## config.mk

```make
export PLATFORM = sky130hd
export DESIGN_NAME = alu_div_sequencer
export DESIGN_NICKNAME = d
export VERILOG_FILES = /design/src/rtl/alu_div_sequencer.sv
export SDC_FILE = /design/constraint.sdc
export NUM_CORES = 1
export LEC_CHECK = 0
export CAP_MARGIN = 30
export CORE_MARGIN = 10
export CORE_UTILIZATION = 25
export DETAILED_ROUTE_END_ITERATION = 8
export MAX_ROUTING_LAYER = met4
export PLACE_DENSITY_LB_ADDON = 0.2
export SYNTH_ARGS = -nofsm -noshare
export SYNTH_HDL_FRONTEND = slang
export SYNTH_SLANG_ARGS = --single-unit
```

## constraint.sdc

```tcl
create_clock -name clk -period 4.63 [get_ports clk]
set_input_delay 0.463 -clock clk [delete_from_list [all_inputs] [get_ports clk]]
set_output_delay 0.463 -clock clk [all_outputs]
set_load 0.01 [all_outputs]
```

## src/rtl/alu_div_sequencer.sv

```systemverilog
// alu_div_sequencer: multi-cycle restoring divider controller for the MIPS
// datapath. It performs one shift-subtract step per cycle for WIDTH cycles,
// stalls the pipeline through `busy`, and presents registered quotient and
// remainder for the HI/LO write-back.
//
// Optional feature: define DIV_SIGNED_EN to add the `is_signed` port and
// signed division (magnitudes divided, sign fix-up applied on the last step).
//
// Ports:
//   clk, rst_n            clock, asynchronous active-low reset
//   start                 divide request, sampled in IDLE or DONE
//   flush                 abort; back to IDLE, results untouched
//   is_signed             signed divide select (DIV_SIGNED_EN only)
//   dividend, divisor     operands, captured on an accepted start
//   busy                  pipeline stall: accept cycle plus all RUN cycles
//   done                  one-cycle pulse, results valid from this cycle
//   quotient, remainder   registered results
//   div_by_zero           registered flag, set with done for divisor == 0
module alu_div_sequencer #(
  parameter int unsigned WIDTH = 32
) (
  input  logic             clk,
  input  logic             rst_n,
  input  logic             start,
  input  logic             flush,
`ifdef DIV_SIGNED_EN
  input  logic             is_signed,
`endif
  input  logic [WIDTH-1:0] dividend,
  input  logic [WIDTH-1:0] divisor,
  output logic             busy,
  output logic             done,
  output logic [WIDTH-1:0] quotient,
  output logic [WIDTH-1:0] remainder,
  output logic             div_by_zero
);

  localparam int unsigned CNT_W = (WIDTH > 1) ? $clog2(WIDTH) : 1;
  localparam logic [CNT_W-1:0] LAST_ITER = CNT_W'(WIDTH - 1);

  typedef enum logic [1:0] {
    IDLE = 2'd0,
    RUN  = 2'd1,
    DONE = 2'd2
  } state_t;

  state_t           state, state_nxt;
  logic [WIDTH-1:0] dvd_q;       // shifts out dividend bits, shifts in quotient bits
  logic [WIDTH-1:0] rem_q;       // partial remainder
  logic [WIDTH-1:0] dsr_q;       // captured divisor magnitude
  logic [CNT_W-1:0] cnt_q;
  logic             neg_quo_q;
  logic             neg_rem_q;
  logic [WIDTH-1:0] quotient_q;
  logic [WIDTH-1:0] remainder_q;
  logic             dbz_q;
  logic             done_q;

  logic             accept;
  logic             dsr_zero;
  logic             a_neg, b_neg;
  logic [WIDTH-1:0] a_mag, b_mag;
  logic [WIDTH:0]   sh_rem;
  logic [WIDTH:0]   trial;
  logic             borrow;
  logic [WIDTH-1:0] rem_it, quo_it;
  logic [WIDTH-1:0] quo_fix, rem_fix;

  // Start is honoured only between divides and never alongside a flush.
  assign accept   = start & ~flush & ((state == IDLE) || (state == DONE));
  assign dsr_zero = (divisor == '0);

  // Operand conditioning at capture: magnitudes for a signed divide.
  always_comb begin
    a_neg = 1'b0;
    b_neg = 1'b0;
`ifdef DIV_SIGNED_EN
    a_neg = is_signed & dividend[WIDTH-1];
    b_neg = is_signed & divisor[WIDTH-1];
`endif
    a_mag = a_neg ? -dividend : dividend;
    b_mag = b_neg ? -divisor : divisor;
  end

  // One restoring step; the extra top bit holds both the shifted-out MSB and the borrow.
  always_comb begin
    sh_rem  = {rem_q, dvd_q[WIDTH-1]};
    trial   = sh_rem - {1'b0, dsr_q};
    borrow  = trial[WIDTH];
    rem_it  = borrow ? sh_rem[WIDTH-1:0] : trial[WIDTH-1:0];
    quo_it  = {dvd_q[WIDTH-2:0], ~borrow};
    quo_fix = neg_quo_q ? -quo_it : quo_it;
    rem_fix = neg_rem_q ? -rem_it : rem_it;
  end

  // State register.
  always_ff @(posedge clk or negedge rst_n) begin
    if (!rst_n) state <= IDLE;
    else        state <= state_nxt;
  end

  // Next-state logic; flush overrides everything.
  always_comb begin
    state_nxt = state;
    case (state)
      IDLE: begin
        if (accept) state_nxt = dsr_zero ? DONE : RUN;
      end
      RUN: begin
        if (cnt_q == LAST_ITER) state_nxt = DONE;
      end
      DONE: begin
        if (accept) state_nxt = dsr_zero ? DONE : RUN;
        else        state_nxt = IDLE;
      end
      default: state_nxt = IDLE;
    endcase
    if (flush) state_nxt = IDLE;
  end

  // Output decode: stall during RUN and in the accepting cycle.
  always_comb begin
    busy        = (state == RUN) | accept;
    done        = done_q;
    quotient    = quotient_q;
    remainder   = remainder_q;
    div_by_zero = dbz_q;
  end

  // Datapath and result registers.
  always_ff @(posedge clk or negedge rst_n) begin
    if (!rst_n) begin
      dvd_q       <= '0;
      rem_q       <= '0;
      dsr_q       <= '0;
      cnt_q       <= '0;
      neg_quo_q   <= 1'b0;
      neg_rem_q   <= 1'b0;
      quotient_q  <= '0;
      remainder_q <= '0;
      dbz_q       <= 1'b0;
      done_q      <= 1'b0;
    end else begin
      done_q <= (state_nxt == DONE);
      case (state)
        IDLE, DONE: begin
          if (accept) begin
            if (dsr_zero) begin
              quotient_q  <= '1;
              remainder_q <= dividend;
              dbz_q       <= 1'b1;
            end else begin
              dvd_q     <= a_mag;
              dsr_q     <= b_mag;
              rem_q     <= '0;
              cnt_q     <= '0;
              neg_quo_q <= a_neg ^ b_neg;
              neg_rem_q <= a_neg;
            end
          end
        end
        RUN: begin
          if (!flush) begin
            dvd_q <= quo_it;
            rem_q <= rem_it;
            cnt_q <= cnt_q + CNT_W'(1);
            if (cnt_q == LAST_ITER) begin
              quotient_q  <= quo_fix;
              remainder_q <= rem_fix;
              dbz_q       <= 1'b0;
            end
          end
        end
        default: ;
      endcase
    end
  end

endmodule

```

==> impl_metrics.toml <==
[yosys]
synth_top_cell_by_area = "dfrtp_1"
synth_ff_type = "dfrtp_1"
syn_inst = 1014
yosysWarnings = 0
syn-num-nets = 1117
syn_area_mm2 = 0.00907
avgSynthCellArea_um2 = 8.94
synth.area.top_cells = "dfrtp_1 (47%), nand2_1 (8.2%), a31oi_1 (4.7%), ha_1 (4.7%), mux2_2 (4.3%)"
synth.top_cell.area_share_pct = 46.6
async_flop_share_pct = 100
yosysSeqAreaShare_pct = 46.6
synth_edf_count = 0
netlist-cell-type-count = 64
yosys-top-cells-count = "nand2_1 (199), dfrtp_1 (169), nor2_1 (73), a31oi_1 (68), o21ai_0 (64)"
synth.most_common_cell = "nand2_1"
ys_ff_latch = 169

[drt]
wire_per_inst_um = 18.3
drt_iter0_markers = 371
drt_pass1_iterations = 5
vias_per_cell = 4.78
routed_wl_mm = 29.0
postRouteAntennaNets = 0
drc_errors = 0
dr_total_vias = 7557

[power]
pwr_density_cell_mw_per_mm2 = 406
seq_power_share_pct = 38.7
vdd_ir_drop_max_v = 0.000185
finalPower_w = 0.00462
power.leakage_nw = 4.99
power_frac_clock_pct = 30.2
sw_frac_of_total_pct = 36.3
p_comb_share_pct = 31.1
internal-power_w = 0.00295
power.switching_w = 0.00168

[critical_path]
start_kind = "flip-flop"
arrival_ps = 4260
end_kind = "flip-flop"
path_class = "reg2reg"
cp_slowest_cell = "xor2_4"
r2r-start = "dvd_q[31]$_DFFE_PN0P_"
r2r-end = "remainder[10]$_DFFE_PN0P_"
critPathMaxFanout = 27
critPathTopFamily = "compound AO/OA/AOI/OAI gates"
r2r_setup_slack_ps = 660
cp_cell_sequence = "inv_1 > ha_1 > inv_1 > fa_1 > a211oi_1 > o21ai_2 > a31oi_4 > o211ai_2 > a311oi_4 > xor2_4 > buf_4 > nor3_1 > a31oi_1 > a31oi_1"
reg2regPathDepth = 14
cp.required_ps = 4920
critPathBufInv = 3
cp_slowest_stage_delay_ps = 590

[outcome]
outcome = "finished, final reports clean"

[placed_design]
placed_cell_area_mm2 = 0.0108
gp_congestion = 0.871
placed_cells = 1551
dp_hpwl_mm = 21.4
io_buffers = 134

[final_layout]
drive_above_1_share_pct = 8.39
area_delta_synth_final_pct = 25.6
layout.nets = 1212
final_cell_area_mm2 = 0.0114
stdcell_count = 1582
antennaDiodeCount = 0
final_util_pct = 31.9

[timing]
slew_headroom_pct = 36.1
setup_violations = 0
rsz0062_at_grt = "no"
hold_violations = 0
fmax_mhz = 252
drv_slew = 0
min_period_over_period_pct = 85.6
fin_worst_skew_ps = 8.93
worstMarginPinSlew_ps = 958
finalSetupTns_ps = 0
post-route-min-period_ps = 3970

[cts]
path_clk_slew_ps = 60
clock_latency_ps = 430
cts_hold_buf = 0
cts_tree = "built"
cts_sinks = 169
cts_max_path_buffers = 2
root_buffer = "clkbuf_16"
numCtsBuffers = 17
htreeDepth = 4
cts_resized = 0
post_cts_buffers = 0

[die]
dieArea_mm2 = 0.0443
ios = 135
row_count = 69
start_util_pct = 25.4
die_y_um = 210
coreArea_mm2 = 0.0357
fp.dieW_um = 210

[global_route]
grt-ovfl-total = 0
use_met1_pct = 19.3
grt_use_met2_pct = 19.0
grt_pass1_vias = 7534
grt_busiest_layer = "met1"
grt_max_degree = 88
grtUsageTotal_pct = 13.4
antenna_found_initial = 0
gr-usage-met3_pct = 2.36
grt_pass1_wl_mm = 45.6

[min_path]
hp-class = "in2async"

[run]
maxCapViolCount = 0
## through the flow
stage                     setup slack, ps  hold slack (ps)
after floorplan                      1430              167
after global placement                688              453
after detailed placement              635              455
after CTS                             623              133
after global routing                  238              158
final                                 665              109
## cell families after synthesis
logic type      after synthesis  synth area share, %
compound gates              263                 18.2
fa+ha+maj                    35                 4.91
flops                       169                 46.6
simple gates                370                 17.6
buf+inv                     110                 4.87
xor+xnor                     28                 2.91
mux                          39                 4.79
## cell usage in the layout (no fill, tap or decap), types with 4 or more instances in the layout
cell             synthesis  layout
a211oi_1                 4       4
a21o_1                  11      11
a21oi_1                 44      44
a31oi_1                 68      68
and2_1                   4       4
and3_1                   4       4
buf_4                    3       8
clkbuf_16                0      17
clkdlybuf4s50_1          0     133
dfrtp_1                169     169
ha_1                    34      34
inv_1                   41      41
mux2_2                  35      35
mux2i_1                  4       4
nand2_1                199     198
nand2b_1                 9       8
nand3_1                 16      16
nand4_1                 14      14
nor2_1                  73      72
nor3_1                  23      23
nor4_1                   9       9
o211ai_1                 4       4
o21a_1                   6       6
o21ai_0                 64      64
o21ai_1                 22      21
o221ai_1                 7       7
o311ai_0                 5       5
or2_2                    4       4
or3_1                    7       7
xnor2_1                 17      17
xor2_1                  10      10
## power by group through the flow
stage	clock network, W	logic [W]	registers, W
after global routing	0.00150	0.00162	0.00181
final	0.00140	0.00144	0.00179
after CTS	0.00144	0.00144	0.00179
after detailed placement	0	0.00144	0.00181
after floorplan	0	0.00108	0.00176
after global placement	0	0.00144	0.00181
## layout make-up
type	instances	area, um^2
fill	3757	24300
clock inverter	13	123
multi-input combinational	735	4420
tap	461	577
timing repair buffer	144	1440
clock buffer	18	439
sequential	169	4230
inverter	42	158
## registers in the layout, summed over array words and instances (netlist names)
register     cells
remainder       32
cnt_q            5
state            2
dvd_q           32
div_by_zero      1
dsr_q           32
rem_q           32
done             1
quotient        32
## worst max-delay path by stage
stage,slack (ps),cells past startpoint,endpoint,from
after floorplan,1430,13,remainder[27]$_DFFE_PN0P_,dvd_q[31]$_DFFE_PN0P_
after global placement,690,14,remainder[3]$_DFFE_PN0P_,dvd_q[31]$_DFFE_PN0P_
after detailed placement,640,14,remainder[11]$_DFFE_PN0P_,dvd_q[31]$_DFFE_PN0P_
after CTS,620,14,remainder[11]$_DFFE_PN0P_,dvd_q[31]$_DFFE_PN0P_
after global routing,240,14,remainder[10]$_DFFE_PN0P_,dvd_q[31]$_DFFE_PN0P_
final,660,14,remainder[10]$_DFFE_PN0P_,dvd_q[31]$_DFFE_PN0P_
## metal layers
layer	wire, um	vias to the layer above	part of all wire [%]
met1	15300	3653	53
met3	1130	10	3.9
li1	-	3756	-
met5	0	-	0
met4	199	0	0.69
met2	12400	138	43
## worst reg2reg max path: stages, from the launching register on
cell and delay [ps]:
dfrtp_1 400, inv_1 60, ha_1 150, inv_1 50
fa_1 410, a211oi_1 320, o21ai_2 150, a31oi_4 250
o211ai_2 190, a311oi_4 420, xor2_4 590, buf_4 390
nor3_1 100, a31oi_1 240, a31oi_1 110
(Power assumes the default switching activity.)
